--- config.mk ---
export PLATFORM = sky130hd
export DESIGN_NAME = mdr_mem_loader
export DESIGN_NICKNAME = d
export VERILOG_FILES = /design/src/rtl/lc3b_pkg.sv /design/src/rtl/mdr_byte_format.sv /design/src/rtl/mdr_mem_loader.sv
export SDC_FILE = /design/constraint.sdc
export NUM_CORES = 1
export LEC_CHECK = 0
export ABC_AREA = 1
export BUFFER_PORTS_ARGS = -buffer_cell sky130_fd_sc_hd__buf_2
export CORE_ASPECT_RATIO = 0.8
export CORE_MARGIN = 2
export CORE_UTILIZATION = 49
export CTS_CLUSTER_DIAMETER = 40
export DETAILED_ROUTE_END_ITERATION = 16
export PLACE_DENSITY = 0.85
export SYNTH_ARGS = -nofsm -noshare
export SYNTH_HDL_FRONTEND = slang
export SYNTH_SLANG_ARGS = --single-unit
export TNS_END_PERCENT = 30
--- constraint.sdc ---
create_clock -name clock -period 1.6 [get_ports clock]
set_input_delay 0.32 -clock clock [delete_from_list [all_inputs] [get_ports clock]]
set_output_delay 0.32 -clock clock [all_outputs]
set_load 0.01 [all_outputs]
--- src/rtl/lc3b_pkg.sv ---
// Shared definitions for the LC-3b memory load path.
//   state_t   : loader FSM encoding (IDLE / ACCESS / DONE)
//   SIZE_*    : data_size encoding (0 byte, 1 word)
//   RW_*      : r_w encoding (0 read, 1 write)
package lc3b_pkg;

    typedef enum logic [1:0] {
        ST_IDLE   = 2'd0,
        ST_ACCESS = 2'd1,
        ST_DONE   = 2'd2
    } state_t;

    localparam logic SIZE_BYTE = 1'b0;
    localparam logic SIZE_WORD = 1'b1;
    localparam logic RW_READ   = 1'b0;
    localparam logic RW_WRITE  = 1'b1;

endpackage

--- src/rtl/mdr_byte_format.sv ---
// Combinational formatting for the MDR path.
// Ports:
//   data_size  in  1   size of a bus load into MDR (0 byte, 1 word)
//   bus_in     in  16  shared datapath bus value
//   acc_size   in  1   size of the memory access in flight
//   addr_lsb   in  1   MAR[0], selects the byte lane for byte writes
//   bus_fmt    out 16  bus value as it should land in MDR
//   we         out 2   byte-lane enables {hi,lo} for a write of acc_size
module mdr_byte_format
    import lc3b_pkg::*;
(
    input  logic        data_size,
    input  logic [15:0] bus_in,
    input  logic        acc_size,
    input  logic        addr_lsb,
    output logic [15:0] bus_fmt,
    output logic [1:0]  we
);

    // A byte load replicates the low byte into both halves so either lane
    // can be written back to memory without further shifting.
    always_comb begin
        bus_fmt = bus_in;
        if (data_size == SIZE_BYTE) begin
            bus_fmt = {bus_in[7:0], bus_in[7:0]};
        end
    end

    always_comb begin
        we = 2'b11;
        if (acc_size == SIZE_BYTE) begin
            we = addr_lsb ? 2'b10 : 2'b01;
        end
    end

endmodule

--- src/rtl/mdr_mem_loader.sv ---
// Load side of the LC-3b memory data path: MAR/MDR capture from the bus or
// memory, the memory request/ready handshake and the R signal.
// Handshake: mem_req is held high (registered) for the whole access; the
// first rising edge that sees mem_ready=1 while in ACCESS completes it and
// mem_req drops at that same edge. mem_ready outside ACCESS has no effect.
// Ports:
//   clock, reset_n          clock (rising edge), async active-low reset
//   ld_mar, ld_mdr          register load strobes (honoured in IDLE only,
//                           except ld_mdr gating the read capture)
//   mio_en                  1: start/hold a memory access, 0: bus source
//   r_w, data_size          access type and size, latched at access start
//   bus_in                  datapath bus
//   mem_rdata, mem_ready    memory response
//   mar_out, mdr_out        MAR and MDR contents
//   mem_req, mem_we         memory request and byte write enables
//   r                       access complete (high while in DONE)
//   err                     sticky timeout / unaligned-word flag
module mdr_mem_loader
    import lc3b_pkg::*;
#(
    parameter int TIMEOUT_CYCLES = 16,
    parameter int WAIT_W         = 5
) (
    input  logic        clock,
    input  logic        reset_n,
    input  logic        ld_mar,
    input  logic        ld_mdr,
    input  logic        mio_en,
    input  logic        r_w,
    input  logic        data_size,
    input  logic [15:0] bus_in,
    input  logic [15:0] mem_rdata,
    input  logic        mem_ready,
    output logic [15:0] mar_out,
    output logic [15:0] mdr_out,
    output logic        mem_req,
    output logic [1:0]  mem_we,
    output logic        r,
    output logic        err
);

    localparam logic [WAIT_W-1:0] LP_LAST_WAIT = WAIT_W'(TIMEOUT_CYCLES - 1);

    state_t            r_state;
    state_t            w_next;
    logic [15:0]       r_mar;
    logic [15:0]       r_mdr;
    logic              r_mem_req;
    logic              r_err;
    logic              r_rw;
    logic              r_size;
    logic [WAIT_W-1:0] r_wait_cnt;

    logic              w_start;
    logic              w_unaligned;
    logic              w_complete;
    logic              w_timeout;
    logic [15:0]       w_bus_fmt;
    logic [1:0]        w_we;

    mdr_byte_format u_fmt (
        .data_size (data_size),
        .bus_in    (bus_in),
        .acc_size  (r_size),
        .addr_lsb  (r_mar[0]),
        .bus_fmt   (w_bus_fmt),
        .we        (w_we)
    );

    always_ff @(posedge clock or negedge reset_n) begin
        if (!reset_n) begin
            r_state <= ST_IDLE;
        end else begin
            r_state <= w_next;
        end
    end

    always_comb begin
        w_next      = r_state;
        w_start     = 1'b0;
        w_unaligned = 1'b0;
        w_complete  = 1'b0;
        w_timeout   = 1'b0;
        case (r_state)
            ST_IDLE: begin
                if (mio_en) begin
                    w_start = 1'b1;
                    // Checked against the MAR held before this edge, so a
                    // same-edge ld_mar does not affect alignment.
                    if (data_size == SIZE_WORD && r_mar[0]) begin
                        w_unaligned = 1'b1;
                        w_next      = ST_DONE;
                    end else begin
                        w_next = ST_ACCESS;
                    end
                end
            end
            ST_ACCESS: begin
                if (mem_ready) begin
                    w_complete = 1'b1;
                    w_next     = ST_DONE;
                end else if (r_wait_cnt == LP_LAST_WAIT) begin
                    w_timeout = 1'b1;
                    w_next    = ST_DONE;
                end
            end
            ST_DONE: begin
                if (!mio_en) begin
                    w_next = ST_IDLE;
                end
            end
            default: w_next = ST_IDLE;
        endcase
    end

    always_ff @(posedge clock or negedge reset_n) begin
        if (!reset_n) begin
            r_mar      <= '0;
            r_mdr      <= '0;
            r_mem_req  <= 1'b0;
            r_err      <= 1'b0;
            r_rw       <= 1'b0;
            r_size     <= 1'b0;
            r_wait_cnt <= '0;
        end else begin
            if (r_state == ST_IDLE && ld_mar) begin
                r_mar <= bus_in;
            end
            if (r_state == ST_IDLE && ld_mdr && !mio_en) begin
                r_mdr <= w_bus_fmt;
            end
            if (w_start) begin
                r_rw       <= r_w;
                r_size     <= data_size;
                r_wait_cnt <= '0;
                if (!w_unaligned) begin
                    r_mem_req <= 1'b1;
                end
            end
            if (r_state == ST_ACCESS && !mem_ready && !w_timeout) begin
                r_wait_cnt <= r_wait_cnt + 1'b1;
            end
            if (w_complete && r_rw == RW_READ && ld_mdr) begin
                r_mdr <= mem_rdata;
            end
            if (w_complete || w_timeout) begin
                r_mem_req <= 1'b0;
            end
            if (w_unaligned || w_timeout) begin
                r_err <= 1'b1;
            end
        end
    end

    assign mar_out = r_mar;
    assign mdr_out = r_mdr;
    assign mem_req = r_mem_req;
    // Lane enables exist only while a write request is outstanding.
    assign mem_we  = (r_mem_req && r_rw == RW_WRITE) ? w_we : 2'b00;
    assign r       = (r_state == ST_DONE);
    assign err     = r_err;

endmodule

==> reports/qor.txt <==
filler instances - 363
IO Pins - 77
crit path DAT - 1700 ps
Clock Skews - 10.6 ps
Syn Std Cell Area - 2120 sq um
Final WS setup - 117 ps
RSZ-0062 raised after global routing - false
Tightest Pin Transition - 437 ps
crit-path max FO - 8
Final TNS setup - 0 ps
Final ANT Viol Nets - 0
syn avg cell area - 7.80 sq um
first drt pass iteration count - 4
Total GRT Usage - 0.226
Cell Rows - 21
placer congestion estimate - 0.925
Post-DP HPWL - 4080 microns
routed len/inst - 12.6 microns
placed cells - 404
core footprint - 4180 sq um
final WL - 5210 microns
endpoint type of the worst setup path - register
clock buffer count from CTS - 5
post-synth net total - 314
design area - 2710 sq um
Die ar. - 4870 sq um
initial antenna violation count - 0
setup violators final - 0
Synth Register Bits - 43
vias in the first global route - 1860
placed cell area - 2590 sq um
GRT overflow - 0
clock buffer depth - 2
Final Hold Vio Count - 0
port bufs - 76
commonest non-fill, non-tap cells in the layout - nand2_1, buf_2, dfrtp_1
Layout Cells excl Fill - 415
clk sinks - 43
worst vdd ir - 0.000769 V
outcome - finished, final reports clean
depth of the CTS H-tree - 2
post-route minimum period - 1480 ps
Most Crowded Layer GR - met2
largest net degree at the start of global routing - 33
via/cell ratio - 4.87
Unique masters post-synth - 22
Min-Delay Path Class - input pin to register
fin crit share - 0.927
cells after synthesis - 272
CTS Root Cell - clkbuf_8
Worst-Skew Late Latency - 290 ps
GR met3 Demand/Resource - 0.0477
MaxCap Viol Count - 0
total power - 4.41 mW
Static Leakage - 1.55 nW
f_max - 674 MHz
area growth from synthesis to layout - 27.6%
Slew Viols, Final - 0
critical path class - register to register
commonest non-fill, non-tap cell in the layout - nand2_1
startpoint types - register
CTS tree - built
Seq/Total Area, Yosys - 0.507
Slew Limit Headroom - 0.708
hold slack final - 249 ps
first-pass GRT wire length - 8610 microns
antenna cells - 0
synth warn - 0
layout cell share with drive strength beyond 1 - 0.291
final net count - 399
Via Count - 2019
die width - 77.6 microns
Worst Path Required - 1810 ps
Iter 0 DRT Violations - 127
pre-CTS setup slack - 23.5 ps
Starting Density - 0.508
met2 Use GR - 0.336
Chip Height - 62.8 microns
Reg clk slew, reported paths - 80 ps
Multi-input gate area - 871 sq um
Finished Core Util - 0.647
FF+latch area - 1080 sq um
PwrDens - 1630 nW/um^2
routing usage on met1 - 0.324
number of remaining DRC errors - 0
==> worst max-delay path: stages (launching register included) <==
cell and delay [ps]:
dfrtp_1 410, ha_2 200, nand2_1 60, nor2_1 40, ha_1 200, nor2_1 130
nand2_2 130, inv_2 100, nor2_1 40, a21oi_1 100
==> where the power goes <==
part / total (mW) / switching [mW] / leakage, nW / internal, mW
logic: 1.87 / 1.12 / 0.978 / 0.758
clock network: 0.652 / 0.346 / 0.0422 / 0.306
registers: 1.88 / 0.312 / 0.534 / 1.57
total: 4.41 / 1.77 / 1.55 / 2.64
==> layer usage <==
layer / vias to the layer above / part of all wire
met5: - / 0
met4: 0 / 0.022
met3: 10 / 0.046
met2: 63 / 0.45
met1: 915 / 0.48
li1: 1031 / -
==> Yosys cell counts <==
cell	number	area share
nand2_1	92	0.16
dfrtp_1	43	0.51
nand3_1	37	0.087
inv_1	34	0.060
o21ai_0	31	0.073
nor2_1	8	0.014
a21oi_1	4	0.0094
buf_2	4	0.0094
inv_2	3	0.0053
buf_4	2	0.0071
ha_1	2	0.012
nand3_2	2	0.0094
clkbuf_1	1	0.0018
clkinv_1	1	0.0018
nand2_2	1	0.0030
nand3_4	1	0.0083
nand4_1	1	0.0030
nor2_2	1	0.0030
nor2_4	1	0.0053
nor2_8	1	0.0094
o22ai_1	1	0.0030
xnor2_1	1	0.0041
==> flip-flops by register name, summed over array words and instances, names as in the netlist <==
| name | count |
|---|---|
| err | 1 |
| mar_out | 16 |
| mdr_out | 16 |
| mem_req | 1 |
| r_rw | 1 |
| r_size | 1 |
| r_state | 2 |
| r_wait_cnt | 5 |
==> kinds of logic (layout without fill, tap and decap cells) <==
kind of cell / after synthesis / count (layout) / synth area share
AOI/OAI and AO/OA: 36 / 36 / 0.0855
xor gates and xnor gates: 1 / 1 / 0.00413
adders and majority gates: 2 / 2 / 0.0118
buffers and inverters: 45 / 131 / 0.0855
DFF: 43 / 43 / 0.507
and+or+nand+nor: 145 / 145 / 0.306
==> what timing repair did <==
action / in CTS / in global routing
setup endpoints to repair: 0 / 6
hold endpoints to repair: 17 / 0
resized for setup: 0 / 4
buffers inserted: 0 / 2
hold buffers: 1 / 0
==> cell type report <==
type                            count  area share
Sequential cell                    43       0.398
Clock buffer                        7      0.0282
Timing Repair Buffer               85       0.171
Tap cell                           57      0.0264
Clock inverter                      1     0.00185
Inverter                           38      0.0527
Multi-Input combinational cell    184       0.322
==> final timing paths <==
check | cells after the start | slack (ps) | endpoint | from
max in group asynchronous | 3 | 620 | mar_out[4]$_DFFE_PN0P_ | reset_n
worst max-delay path | 9 | 120 | r_wait_cnt[0]$_DFFE_PN0P_ | r_wait_cnt[1]$_DFFE_PN0P_
worst min-delay path | 3 | 250 | r_rw$_DFFE_PN0P_ | r_w
worst max register to register | 9 | 120 | r_wait_cnt[0]$_DFFE_PN0P_ | r_wait_cnt[1]$_DFFE_PN0P_
worst min register to register | 2 | 480 | mdr_out[9]$_DFFE_PN0P_ | mdr_out[9]$_DFFE_PN0P_
min in group asynchronous | 2 | 500 | mdr_out[4]$_DFFE_PN0P_ | reset_n
No activity file was read; power rests on OpenSTA's default activity.
